File: src/rtl/acc_controller.sv
// Sequencer for the 8-bit accumulator datapath: clear, load word count N, then accumulate N words.
// Outputs are a combinational decode of the state; an input-wait counter aborts stalled jobs into ERR.
module acc_controller #(
   parameter int unsigned WAIT_LIMIT = 255
) (
   input  logic       Clk,
   input  logic       Reset,
   input  logic       Start,
   input  logic       In_Valid,
   input  logic       Count_Reg_judge,
   output logic       In_Ready,
   output logic [4:0] ACC_Ctrl,
   output logic       Busy,
   output logic       Done,
   output logic       Error
);

   localparam int unsigned WW = (WAIT_LIMIT == 0) ? 1 : $clog2(WAIT_LIMIT + 1);
   localparam logic [WW-1:0] WAIT_LAST = WW'((WAIT_LIMIT == 0) ? 0 : WAIT_LIMIT - 1);

   localparam logic [4:0] CTRL_HOLD  = 5'b11000;
   localparam logic [4:0] CTRL_CLR   = 5'b00000;
   localparam logic [4:0] CTRL_LOADN = 5'b10110;
   localparam logic [4:0] CTRL_ACCUM = 5'b01111;
   localparam logic [4:0] CTRL_DECR  = 5'b10100;

   typedef enum logic [2:0] {
      S_IDLE  = 3'd0,
      S_CLEAR = 3'd1,
      S_LOAD  = 3'd2,
      S_CHECK = 3'd3,
      S_ACC   = 3'd4,
      S_DEC   = 3'd5,
      S_DONE  = 3'd6,
      S_ERR   = 3'd7
   } state_t;

   state_t        state_q, state_d;
   logic [WW-1:0] wait_q, wait_d;
   logic          stall_s;
   logic [4:0]    ctrl_s;
   logic          rdy_s, busy_s, done_s, err_s;

   // State and wait-counter registers
   always_ff @(posedge Clk) begin
      if (Reset) begin
         state_q <= S_IDLE;
         wait_q  <= '0;
      end else begin
         state_q <= state_d;
         wait_q  <= wait_d;
      end
   end

   // Next-state and control-word decode
   always_comb begin
      state_d = state_q;
      wait_d  = '0;
      stall_s = 1'b0;
      ctrl_s  = CTRL_HOLD;
      rdy_s   = 1'b0;
      busy_s  = 1'b0;
      done_s  = 1'b0;
      err_s   = 1'b0;
      case (state_q)
         S_IDLE: begin
            if (Start) state_d = S_CLEAR;
            else       state_d = S_IDLE;
         end
         S_CLEAR: begin
            busy_s  = 1'b1;
            ctrl_s  = CTRL_CLR;
            state_d = S_LOAD;
         end
         S_LOAD: begin
            busy_s = 1'b1;
            rdy_s  = 1'b1;
            if (In_Valid) begin
               ctrl_s  = CTRL_LOADN;
               state_d = S_CHECK;
            end else begin
               stall_s = 1'b1;
            end
         end
         S_CHECK: begin
            busy_s = 1'b1;
            if (Count_Reg_judge) state_d = S_ACC;
            else                 state_d = S_DONE;
         end
         S_ACC: begin
            busy_s = 1'b1;
            rdy_s  = 1'b1;
            if (In_Valid) begin
               ctrl_s  = CTRL_ACCUM;
               state_d = S_DEC;
            end else begin
               stall_s = 1'b1;
            end
         end
         S_DEC: begin
            busy_s  = 1'b1;
            ctrl_s  = CTRL_DECR;
            state_d = S_CHECK;
         end
         S_DONE: begin
            done_s = 1'b1;
            if (Start) state_d = S_CLEAR;
            else       state_d = S_DONE;
         end
         S_ERR: begin
            err_s = 1'b1;
            if (Start) state_d = S_CLEAR;
            else       state_d = S_ERR;
         end
         default: begin
            state_d = S_IDLE;
         end
      endcase

      // A stalled cycle that would bring the counter up to the limit aborts instead of counting
      if (stall_s && (WAIT_LIMIT != 0)) begin
         if (wait_q == WAIT_LAST) state_d = S_ERR;
         else                     wait_d  = wait_q + WW'(1);
      end else begin
         wait_d = '0;
      end
   end

   // Port drive; Reset forces the idle output pattern immediately
   always_comb begin
      if (Reset) begin
         ACC_Ctrl = CTRL_HOLD;
         In_Ready = 1'b0;
         Busy     = 1'b0;
         Done     = 1'b0;
         Error    = 1'b0;
      end else begin
         ACC_Ctrl = ctrl_s;
         In_Ready = rdy_s;
         Busy     = busy_s;
         Done     = done_s;
         Error    = err_s;
      end
   end

endmodule
File: config.mk
export PLATFORM = sky130hd
export DESIGN_NAME = acc_controller
export DESIGN_NICKNAME = d
export VERILOG_FILES = /design/src/rtl/acc_controller.sv
export SDC_FILE = /design/constraint.sdc
export NUM_CORES = 1
export LEC_CHECK = 0
export BUFFER_PORTS_ARGS = -buffer_cell sky130_fd_sc_hd__buf_4
export CAP_MARGIN = 15
export CORE_MARGIN = 2
export CORE_UTILIZATION = 30
export CTS_CLUSTER_DIAMETER = 40
export DETAILED_ROUTE_END_ITERATION = 7
export GPL_ROUTABILITY_DRIVEN = 0
export MAX_ROUTING_LAYER = met4
export PLACE_DENSITY = 0.61
export REMOVE_ABC_BUFFERS = 1
export SLEW_MARGIN = 0
export SYNTH_ARGS = -nofsm -noshare
export SYNTH_HDL_FRONTEND = slang
export SYNTH_SLANG_ARGS = --single-unit
export TNS_END_PERCENT = 30
File: constraint.sdc
create_clock -name Clk -period 3.5 [get_ports Clk]
set_clock_uncertainty 0.2 [all_clocks]
set_input_delay 0.175 -clock Clk [delete_from_list [all_inputs] [get_ports Clk]]
set_output_delay 0.175 -clock Clk [all_outputs]
set_load 0.02 [all_outputs]
Word-level counts from Yosys, hierarchy flattened --
Cells that the tools add are included.
Cells by class: add/subtract/negate cells 1, multiply operators 0, div/mod/pow operators 0, order comparisons 0, equal/unequal tests 8, shift-type cells 0, multiplexer cells 23, bitwise operators 1, reduce and logical (&&, ||, !) cells 4
Operators with widths (count):
- 3-bit one-hot mux with 8 select lines | 1
- 5-bit one-hot mux with 4 select lines | 1
- 3-bit 2-to-1 mux | 6
- 3-bit == test, second input constant | 4
- 1-bit 2-to-1 mux | 11
- 5-bit 2-to-1 mux | 2
- 8-bit by 1-bit adder with 8-bit output, second input constant | 1
- 8-bit == test, second input constant | 1
- 3-bit by 2-bit == test with 1-bit output, second input constant | 2
- 5-bit OR reduction | 1
- 4-bit 2-to-1 mux | 1
- 3-bit by 1-bit == test with 1-bit output, second input constant | 1
- 3-bit zero test | 1
- 3-bit OR reduction | 1
- 2-bit 2-to-1 mux | 1
- 2-bit OR reduction | 1
- 1-bit inverter | 1
Word-level totals: register bits 11, latch bits 0, memory bits (writable) 0, ROM bits 0, input port bits 5, output and inout bits 9, word-level logic and storage cells 39, memories 0

Depth between registers and ports, before layout --
Gate-level depths: netlist of the first run.
depth in word-level cells 5, mapped depth 5, gate-level depth less buffers 5

Least setup slack after synthesis of the first run --
No wires, ideal clock.
kind register -> output, from reg state_q[1], to out Error, arrival 1.302 ns, data required time 3.125 ns, path slack 1.823 ns, stages on the path, launching flop included 4, path buffers 1, cell sequence dfxtp_1 clkbuf_1 nand2_1 nor3b_1
Between the ends: cells in the longest elaborated chain, start to end 3
RTL lines:
- start, declared | line 38 | state_t state_q, state_d;
- start signal, assigned | line 50 | state_q <= state_d;
- 3-bit == test | line 65 | case (state_q)
- 1-bit 2-to-1 mux | line 65
- 1-bit 2-to-1 mux | line 131 | if (Reset) begin
- end, declared | line 15 | output logic Error
Every way passes these cells.

Worst setup path in the final report of the first run --
from reg state_q[0], to out ACC_Ctrl[3]
Between the ends: cells in the longest elaborated chain, start to end 3, elaborated cells on any way between the ends 6, classes of those cells eq/ne: 4; mux: 2
RTL lines:
- 3-bit == test (tied with other cells) | line 65
- 5-bit one-hot mux with 4 select lines * | line 65
- 5-bit 2-to-1 mux * | line 131
- end, declared | line 12 | output logic [4:0] ACC_Ctrl,
Mark *: on every way between the ends. The rest lies on a longest branch, timed or not.

==> results.py, run 1 <==
metrics = {
    "routing": {
        "wl_um": 1620,
        "wl_met1_um": 773,
        "top_layer": "met4",
        "drt-wirelength-per-cell_um": 12.9,
        "wl_met2_um": 765,
        "drc": 0,
        "viasPerCell": 5.62,
        "drt_first_pass_iters": 4,
        "wl_met3_um": 66,
        "vias": 703,
        "drt-initial-drc-count": 11,
        "drtAntennaViolNets": 0,
    },
    "critical_path": {
        "path_max_fanout": 13,
        "critical_path_required_ns": 3.12,
        "cp.arrival_ns": 1.61,
        "reg2reg_to": "wait_q[4]$_SDFF_PP0_",
        "r2r_slack_ns": 1.66,
        "cp-start-kind": "flip-flop",
        "slowest_stage": "dfxtp_1",
        "rr_worst_depth": 3,
        "crit_end": "ACC_Ctrl[3]",
        "path_depth": 4,
        "crit_family": "simple AND/OR/NAND/NOR gates",
        "r2r-start": "state_q[1]$_SDFF_PP0_",
        "crit_start": "state_q[0]$_SDFF_PP0_",
        "cpPeakStageDelay_ns": 0.55,
        "crit_buf_inv": 1,
        "worstSetupPathType": "reg -> out",
        "crit_chain": "nor2b_1, a31oi_1, or2_2, buf_4",
        "endpoint_kind": "output pin",
    },
    "power_and_ir_drop": {
        "intPower_uw": 214,
        "p_switching_uw": 101,
        "p_seq_share_pct": 47.4,
        "p_per_area_mw_per_mm2": 373,
        "p_sw_share_pct": 32.1,
        "combPwrFrac_pct": 24.7,
        "power_uw": 315,
        "irDropWorstVdd_mv": 0.161,
        "p_clk_share_pct": 27.9,
        "p_leak_uw": 0.000285,
    },
    "floorplan": {
        "die_height_um": 52.4,
        "core_area_sq_mm": 0.00221,
        "die_area_sq_mm": 0.00274,
        "start_util_pct": 31.7,
        "die_w_um": 52.4,
        "io_pins": 14,
        "placementRows": 17,
    },
    "place": {
        "post-dp-hpwl_um": 1110,
        "placed_cells": 120,
        "io_buffers": 13,
        "place_area_sq_um": 808,
        "place_ws_ns": 1.70,
    },
    "synth": {
        "synth_top_area_share_pct": 31.4,
        "synth_cell_types": 39,
        "syn-mean-instance-area_sq_um": 8.36,
        "synth_edf_count": 0,
        "synth_area_sq_um": 702,
        "ys_warn_count": 0,
        "synth_flop_cell": "dfxtp_1",
        "netlist_top_cells_count": "11 x dfxtp_1, 7 x a21oi_1, 5 x nor3_1",
        "yosys_register_bits": 11,
        "synth_area_leader_cell": "dfxtp_1",
        "postSynthCellCount": 84,
        "yosysSeqAreaShare_pct": 31.4,
        "synth-async-reset-ratio_pct": 0,
        "post-synth-top-count-cell": "dfxtp_1",
        "synth_area_leaders": "dfxtp_1 31%, a21oi_1 5.0%, a31oi_1 3.6%, ha_1 3.6%, nor3_1 3.6%",
    },
    "sta": {
        "post-route-min-period_ns": 1.98,
        "setup-tns-final_ns": 0,
        "drv_slew": 0,
        "worst_pin_slew_ns": 0.458,
        "max_freq_ghz": 0.504,
        "slew_headroom_pct": 69.4,
        "post-route-period-util_pct": 56.7,
        "fin_ws_ns": 1.52,
        "hold_viol": 0,
        "setup_viol": 0,
        "rsz0062_at_grt": "no",
    },
    "clock_tree": {
        "root_buffer": "clkbuf_4",
        "htreeDepth": 1,
        "clock_latency_ns": 0.27,
        "clock_sinks": 11,
        "numCtsBuffers": 3,
        "cts_hold_buf": 1,
        "path_clk_slew_ns": 0.07,
        "cts_post_setup_buffers_inserted": 0,
        "cts_buffer_depth": 2,
        "cts_tree": "yes",
        "cts_resized": 0,
    },
    "finish": {
        "final_area_sq_um": 845,
        "syn_to_final_growth_pct": 20.3,
        "nNetsFinal": 105,
        "layout.cells.non_filler": 125,
        "drive_above_1_share_pct": 21.6,
        "antennaDiodeCount": 0,
    },
    "job": {
        "max_cap_viol_count": 0,
    },
    "global_route": {
        "grt_usage_pct": 13.2,
        "grt_pass1_vias": 613,
        "antenna_found_initial": 0,
        "grt_pass1_wl_um": 2700,
        "grt_overflow": 0,
        "grt_max_degree": 15,
    },
    "hold_path": {
        "hold_path_depth": 3,
        "hold_class": "in -> reg",
    },
    "status": {
        "status": "finished, final reports clean",
    },
}
## placed cells by master, fill, tap and decap left out, types with 2 or more instances in the layout
cell type  netlist  layout
a21oi_1          7       7
a31oi_1          4       4
and3_1           2       2
buf_4            0      13
clkbuf_4         0       3
dfxtp_1         11      11
ha_1             2       2
inv_1            2       2
nand2_1          4       4
nand2b_1         2       2
nand3_1          3       3
nand3b_1         2       2
nand4_1          2       2
nor2_1           2       2
nor2b_1          3       3
nor3_1           5       5
nor3b_1          2       2
o21ai_0          3       3
o22ai_1          2       2
xnor2_1          2       2
## state kept, by name, indices dropped and copies added, names as in the netlist
name / count
wait_q: 8
state_q: 3
## worst min-delay path by stage
stage | from | endpoint | slack (ns)
2_1_floorplan | Reset | state_q[1]$_SDFF_PP0_ | 0.07
3_3_place_gp | Reset | state_q[1]$_SDFF_PP0_ | 0.26
3_5_place_dp | Reset | state_q[2]$_SDFF_PP0_ | 0.27
4_1_cts | Start | state_q[2]$_SDFF_PP0_ | 0.10
5_1_grt | Start | state_q[2]$_SDFF_PP0_ | 0.11
6_report | Start | state_q[2]$_SDFF_PP0_ | 0.1
## per-stage QoR
step / utilization, % / hold slack [ns]
floorplan: - / 0.0693
global placement: 36.5 / 0.260
detailed placement: 36.5 / 0.266
CTS: 38.2 / 0.101
global route: 38.2 / 0.107
finish: 38.2 / 0.0967
## power by group through the flow
stage	Sequential, uW	Combinational (uW)	Clock, uW
2_1_floorplan	148	51.8	0
3_3_place_gp	151	76.1	0
3_5_place_dp	153	76.6	0
4_1_cts	149	78.2	89.0
5_1_grt	152	85.3	96.2
6_report	149	77.7	88.0
## logic make-up after synthesis
logic type | synth area share (%)
flip-flops | 31.4
buffers and inverters | 4.81
AND/OR/NAND/NOR | 29.6
AO/OA/AOI/OAI | 25.1
multiplexers | 3.03
adder cells (fa/ha/maj) | 3.56
XOR/XNOR | 2.50
## worst min-delay path, cell delays in order
cell and delay [ns]:
buf_4 0.10, a311o_1 0.17, o22ai_1 0.07
## cell type report
cell class | count | area (sq um)
timing repair buffer | 14 | 108
tap | 28 | 35.0
fill | 240 | 1370
inverter | 2 | 7.51
clock buffer | 4 | 26.3
sequential | 11 | 220
multi-input combinational | 66 | 448
## routing by layer
layer / vias up / global-route usage (%)
li1: 350 / -
met1: 333 / 15.9
met2: 18 / 23.3
met3: 2 / 1.71
met4: 0 / 2.56
met5: - / -
Power figures use the tool's default switching activity.
==> inputs of run 2 (changes only) <==
Clock period 3.5 ns to 2.1 ns, I/O delays scaled along.
==> run 2 against run 1 <==
Critical path depth unchanged. Total power increased by 68%. Combinational power increased by 96%. First-iteration DRC count increased by 120%.
==> results.py, run 2 (synthesis results as in run 1) <==
metrics = {
    "routing": {
        "wl_met2_um": 703,
        "drc": 0,
        "vias": 692,
        "drtAntennaViolNets": 0,
        "wl_met1_um": 693,
        "wl_met3_um": 94,
        "drt-wirelength-per-cell_um": 12.1,
        "drt_first_pass_iters": 4,
        "drt-initial-drc-count": 24,
        "top_layer": "met4",
        "wl_um": 1530,
        "viasPerCell": 5.45,
    },
    "floorplan": {
        "die_area_sq_mm": 0.00274,
        "io_pins": 14,
        "die_height_um": 52.4,
        "placementRows": 17,
        "start_util_pct": 31.7,
        "die_w_um": 52.4,
        "core_area_sq_mm": 0.00221,
    },
    "clock_tree": {
        "clock_latency_ns": 0.27,
        "cts_hold_buf": 1,
        "cts_tree": "yes",
        "cts_post_setup_buffers_inserted": 0,
        "numCtsBuffers": 3,
        "cts_buffer_depth": 2,
        "path_clk_slew_ns": 0.07,
        "root_buffer": "clkbuf_4",
        "clock_sinks": 11,
        "htreeDepth": 1,
        "cts_resized": 0,
    },
    "sta": {
        "post-route-min-period_ns": 1.87,
        "max_freq_ghz": 0.534,
        "slew_headroom_pct": 75.3,
        "holdWs_ns": 0.0324,
        "drv_slew": 0,
        "post-route-period-util_pct": 89.1,
        "worst_pin_slew_ns": 0.369,
        "rsz0062_at_grt": "no",
        "setup-tns-final_ns": 0,
        "setup_viol": 0,
        "hold_viol": 0,
    },
    "critical_path": {
        "path_max_fanout": 13,
        "cp.arrival_ns": 1.57,
        "critical_path_required_ns": 1.79,
        "crit_family": "flip-flops",
        "slowest_stage": "dfxtp_1",
        "endpoint_kind": "output pin",
        "crit_chain": "nor2b_1, a31oi_1, or2_2, buf_4",
        "crit_buf_inv": 1,
        "cp-start-kind": "flip-flop",
        "crit_start": "state_q[0]$_SDFF_PP0_",
        "worstSetupPathType": "reg -> out",
        "cpPeakStageDelay_ns": 0.54,
        "r2r-start": "wait_q[0]$_SDFF_PP0_",
    },
    "finish": {
        "drive_above_1_share_pct": 23.2,
        "largest_reg_flops": 8,
        "antennaDiodeCount": 0,
        "final_common_cell": "buf_4",
        "nNetsFinal": 107,
        "regArea_sq_um": 220,
        "largest_register": "wait_q",
        "reg_top3": "wait_q: 8 flops, state_q: 3 flops",
        "fillers": 227,
        "layout_common_cells": "15 x buf_4, 11 x dfxtp_1, 7 x a21oi_1",
        "syn_to_final_growth_pct": 22.5,
        "multiInputGateArea_sq_um": 448,
    },
    "global_route": {
        "antenna_found_initial": 0,
        "grt_overflow": 0,
        "grt_pass1_vias": 651,
        "grt_pass1_wl_um": 2730,
        "grt_usage_pct": 13.5,
        "grt_max_degree": 14,
    },
    "place": {
        "io_buffers": 13,
        "post-dp-hpwl_um": 1120,
    },
    "power_and_ir_drop": {
        "p_leak_uw": 0.000295,
        "irDropWorstVdd_mv": 0.261,
        "p_per_area_mw_per_mm2": 616,
    },
    "job": {
        "max_cap_viol_count": 0,
    },
    "hold_path": {
        "hp-start": "Start",
        "hold_class": "in -> reg",
    },
    "status": {
        "status": "finished, final reports clean",
    },
}
## run 2: path summary, 6_finish.rpt
path,endpoint,slack [ns],depth (start not counted)
worst max register to register,wait_q[4]$_SDFF_PP0_,0.39,5
worst min-delay path,state_q[1]$_SDFF_PP0_,0.03,4
worst min register to register,wait_q[7]$_SDFF_PP0_,0.33,2
worst max-delay path,ACC_Ctrl[3],0.23,4
## run 2: stage by stage
step	worst slack (ns)	cells	util, %	total power [uW]	cell area (sq um)
after floorplan	0.468	79	-	332	676
after global placement	0.464	122	37.2	389	823
after detailed placement	0.424	122	37.2	390	823
after CTS	0.220	127	38.9	532	860
after global routing	0.0896	127	38.9	566	860
final	0.229	127	38.9	530	860
## run 2: layout make-up
cell class	count	area share, %
Sequential cell	11	25.6
Multi-Input combinational cell	66	52.1
Timing Repair Buffer	16	14.3
Tap cell	28	4.08
Clock buffer	4	3.06
Inverter	2	0.873
## run 2: worst min-delay path, cell delays in order
cell     delay [ns]
buf_4          0.12
nand2_1        0.05
a31oi_1        0.07
o22ai_1        0.11
## run 2: power by group
part / total (uW) / switching, uW / internal, uW
sequential: 235 / 16.1 / 219
combinational: 152 / 80.6 / 71.3
clock: 143 / 69.5 / 73.6
## run 2: routing by layer
layer | up-vias | track usage [%]
met5 | - | -
met4 | 0 | 7.26
met3 | 5 | 3.43
met2 | 31 | 21.9
met1 | 304 | 15.1
li1 | 352 | -
==> inputs of run 3 (changes only) <==
Settings changed: CORE_UTILIZATION 30 to 40, PLACE_DENSITY 0.61 to 0.73.
Clock period 2.1 ns to 2.05 ns, I/O delays scaled along.
==> run 3 against run 2 <==
Setup slack got worse by 0.077 ns. Final area shrank 1.5%. Via count decreased by 1.0%. Combinational power about the same. Routed wire length down 3.1%. Critical endpoint unchanged.
==> results.py, run 3 (synthesis results as in run 1) <==
metrics = {
    "status": {
        "status": "finished, final reports clean",
    },
    "floorplan": {
        "placementRows": 15,
        "die_area_sq_mm": 0.00211,
        "start_util_pct": 41.6,
        "die_height_um": 45.9,
        "io_pins": 14,
        "core_area_sq_mm": 0.00169,
        "die_w_um": 45.9,
    },
    "sta": {
        "drv_slew": 0,
        "worst_pin_slew_ns": 0.397,
        "max_freq_ghz": 0.527,
        "setup-tns-final_ns": 0,
        "rsz0062_at_grt": "no",
        "post-route-min-period_ns": 1.90,
        "post-route-period-util_pct": 92.6,
        "slew_headroom_pct": 73.5,
        "setup_viol": 0,
        "holdWs_ns": 0.0149,
        "hold_viol": 0,
    },
    "routing": {
        "drtAntennaViolNets": 0,
        "wl_um": 1490,
        "drc": 0,
        "drt-initial-drc-count": 7,
        "drt_first_pass_iters": 4,
        "vias": 685,
        "viasPerCell": 5.91,
        "drt-wirelength-per-cell_um": 12.8,
    },
    "global_route": {
        "grt_max_degree": 14,
        "grt_pass1_vias": 599,
        "grt_util_met2_pct": 27.2,
        "antenna_found_initial": 0,
        "use_met1_pct": 19.1,
        "grt_usage_pct": 16.7,
        "grt_pass1_wl_um": 2520,
        "grtUsageMet3_pct": 5.16,
        "grt_overflow": 0,
        "top_usage_layer": "met2",
    },
    "finish": {
        "fillers": 170,
        "largest_reg_flops": 8,
        "multiInputGateArea_sq_um": 448,
        "reg_top3": "wait_q: 8 flops, state_q: 3 flops",
        "largest_register": "wait_q",
        "syn_to_final_growth_pct": 20.7,
        "drive_above_1_share_pct": 24.2,
        "layout_common_cells": "15 x buf_4, 11 x dfxtp_1, 7 x a21oi_1",
        "regArea_sq_um": 220,
        "final_area_sq_um": 847,
        "final_common_cell": "buf_4",
        "antennaDiodeCount": 0,
        "nNetsFinal": 107,
    },
    "clock_tree": {
        "htreeDepth": 1,
        "numCtsBuffers": 3,
        "clock_latency_ns": 0.27,
        "cts_buffer_depth": 2,
        "path_clk_slew_ns": 0.07,
        "root_buffer": "clkbuf_4",
        "cts_tree": "yes",
        "clock_sinks": 11,
        "cts_post_setup_buffers_inserted": 0,
    },
    "critical_path": {
        "endpoint_kind": "output pin",
        "cp.arrival_ns": 1.60,
        "worstSetupPathType": "reg -> out",
        "critical_path_required_ns": 1.75,
        "cp-start-kind": "flip-flop",
        "path_max_fanout": 13,
    },
    "power_and_ir_drop": {
        "irDropWorstVdd_mv": 0.273,
        "p_leak_uw": 0.000298,
        "p_per_area_mw_per_mm2": 643,
    },
    "place": {
        "post-dp-hpwl_um": 1040,
        "place_area_sq_um": 810,
        "io_buffers": 13,
    },
    "hold_path": {
        "hold_class": "in -> reg",
    },
    "job": {
        "max_cap_viol_count": 0,
    },
}
[run 3: changes by cell type in the layout (fill, tap and decap cells not counted)]
cell / before / now
clkbuf_1: 1 / 0
clkinv_2: 0 / 1
[run 3: final cells by class]
class | instances | share of cell area, %
Tap cell | 17 | 2.51
Clock inverter | 1 | 0.591
Clock buffer | 3 | 2.66
Sequential cell | 11 | 26.0
Multi-Input combinational cell | 66 | 52.9
Inverter | 2 | 0.886
Timing Repair Buffer | 16 | 14.5
[run 3: worst paths after layout]
check,startpoint,endpoint,slack (ns),cells after the start
max,state_q[0]$_SDFF_PP0_,ACC_Ctrl[3],0.15,4
max reg2reg,wait_q[0]$_SDFF_PP0_,wait_q[4]$_SDFF_PP0_,0.32,5
min,Start,state_q[2]$_SDFF_PP0_,0.01,3
min reg2reg,wait_q[6]$_SDFF_PP0_,wait_q[6]$_SDFF_PP0_,0.33,2
[run 3: worst max-delay path, cell delays in order (launching register included)]
cell and delay [ns]:
dfxtp_1 0.56, nor2b_1 0.26, a31oi_1 0.06, or2_2 0.28
buf_4 0.16
[run 3: metal layers]
metal	part of all wire [%]	up-vias	routed length, um
li1	-	352	-
met1	45	307	667
met2	48	22	710
met3	5.9	4	88
met4	1.2	0	18
met5	0	-	0
[run 3: through the flow]
stage / instances / power [uW] / utilization, % / worst slack [ns]
after global placement: 111 / 397 / 47.9 / 0.405
final: 116 / 544 / 50.1 / 0.152
after floorplan: 79 / 340 / - / 0.418
after CTS: 116 / 551 / 50.1 / 0.153
after global routing: 116 / 577 / 50.1 / 0.0535
after detailed placement: 111 / 397 / 47.9 / 0.355
[run 3: where the power goes]
part / switching (uW) / total (uW) / leakage, uW / internal, uW
clock: 78.0 / 150 / 0.0000177 / 72.4
combinational: 80.6 / 154 / 0.000191 / 73.0
sequential: 16.5 / 240 / 0.0000892 / 224
total: 175 / 544 / 0.000298 / 369
[run 3: what timing repair did]
| item | 4_1_cts | 5_1_grt |
|---|---|---|
| resized for setup | 0 | 0 |
| endpoints found under the hold margin | 3 | 0 |
| hold buffers | 1 | 0 |
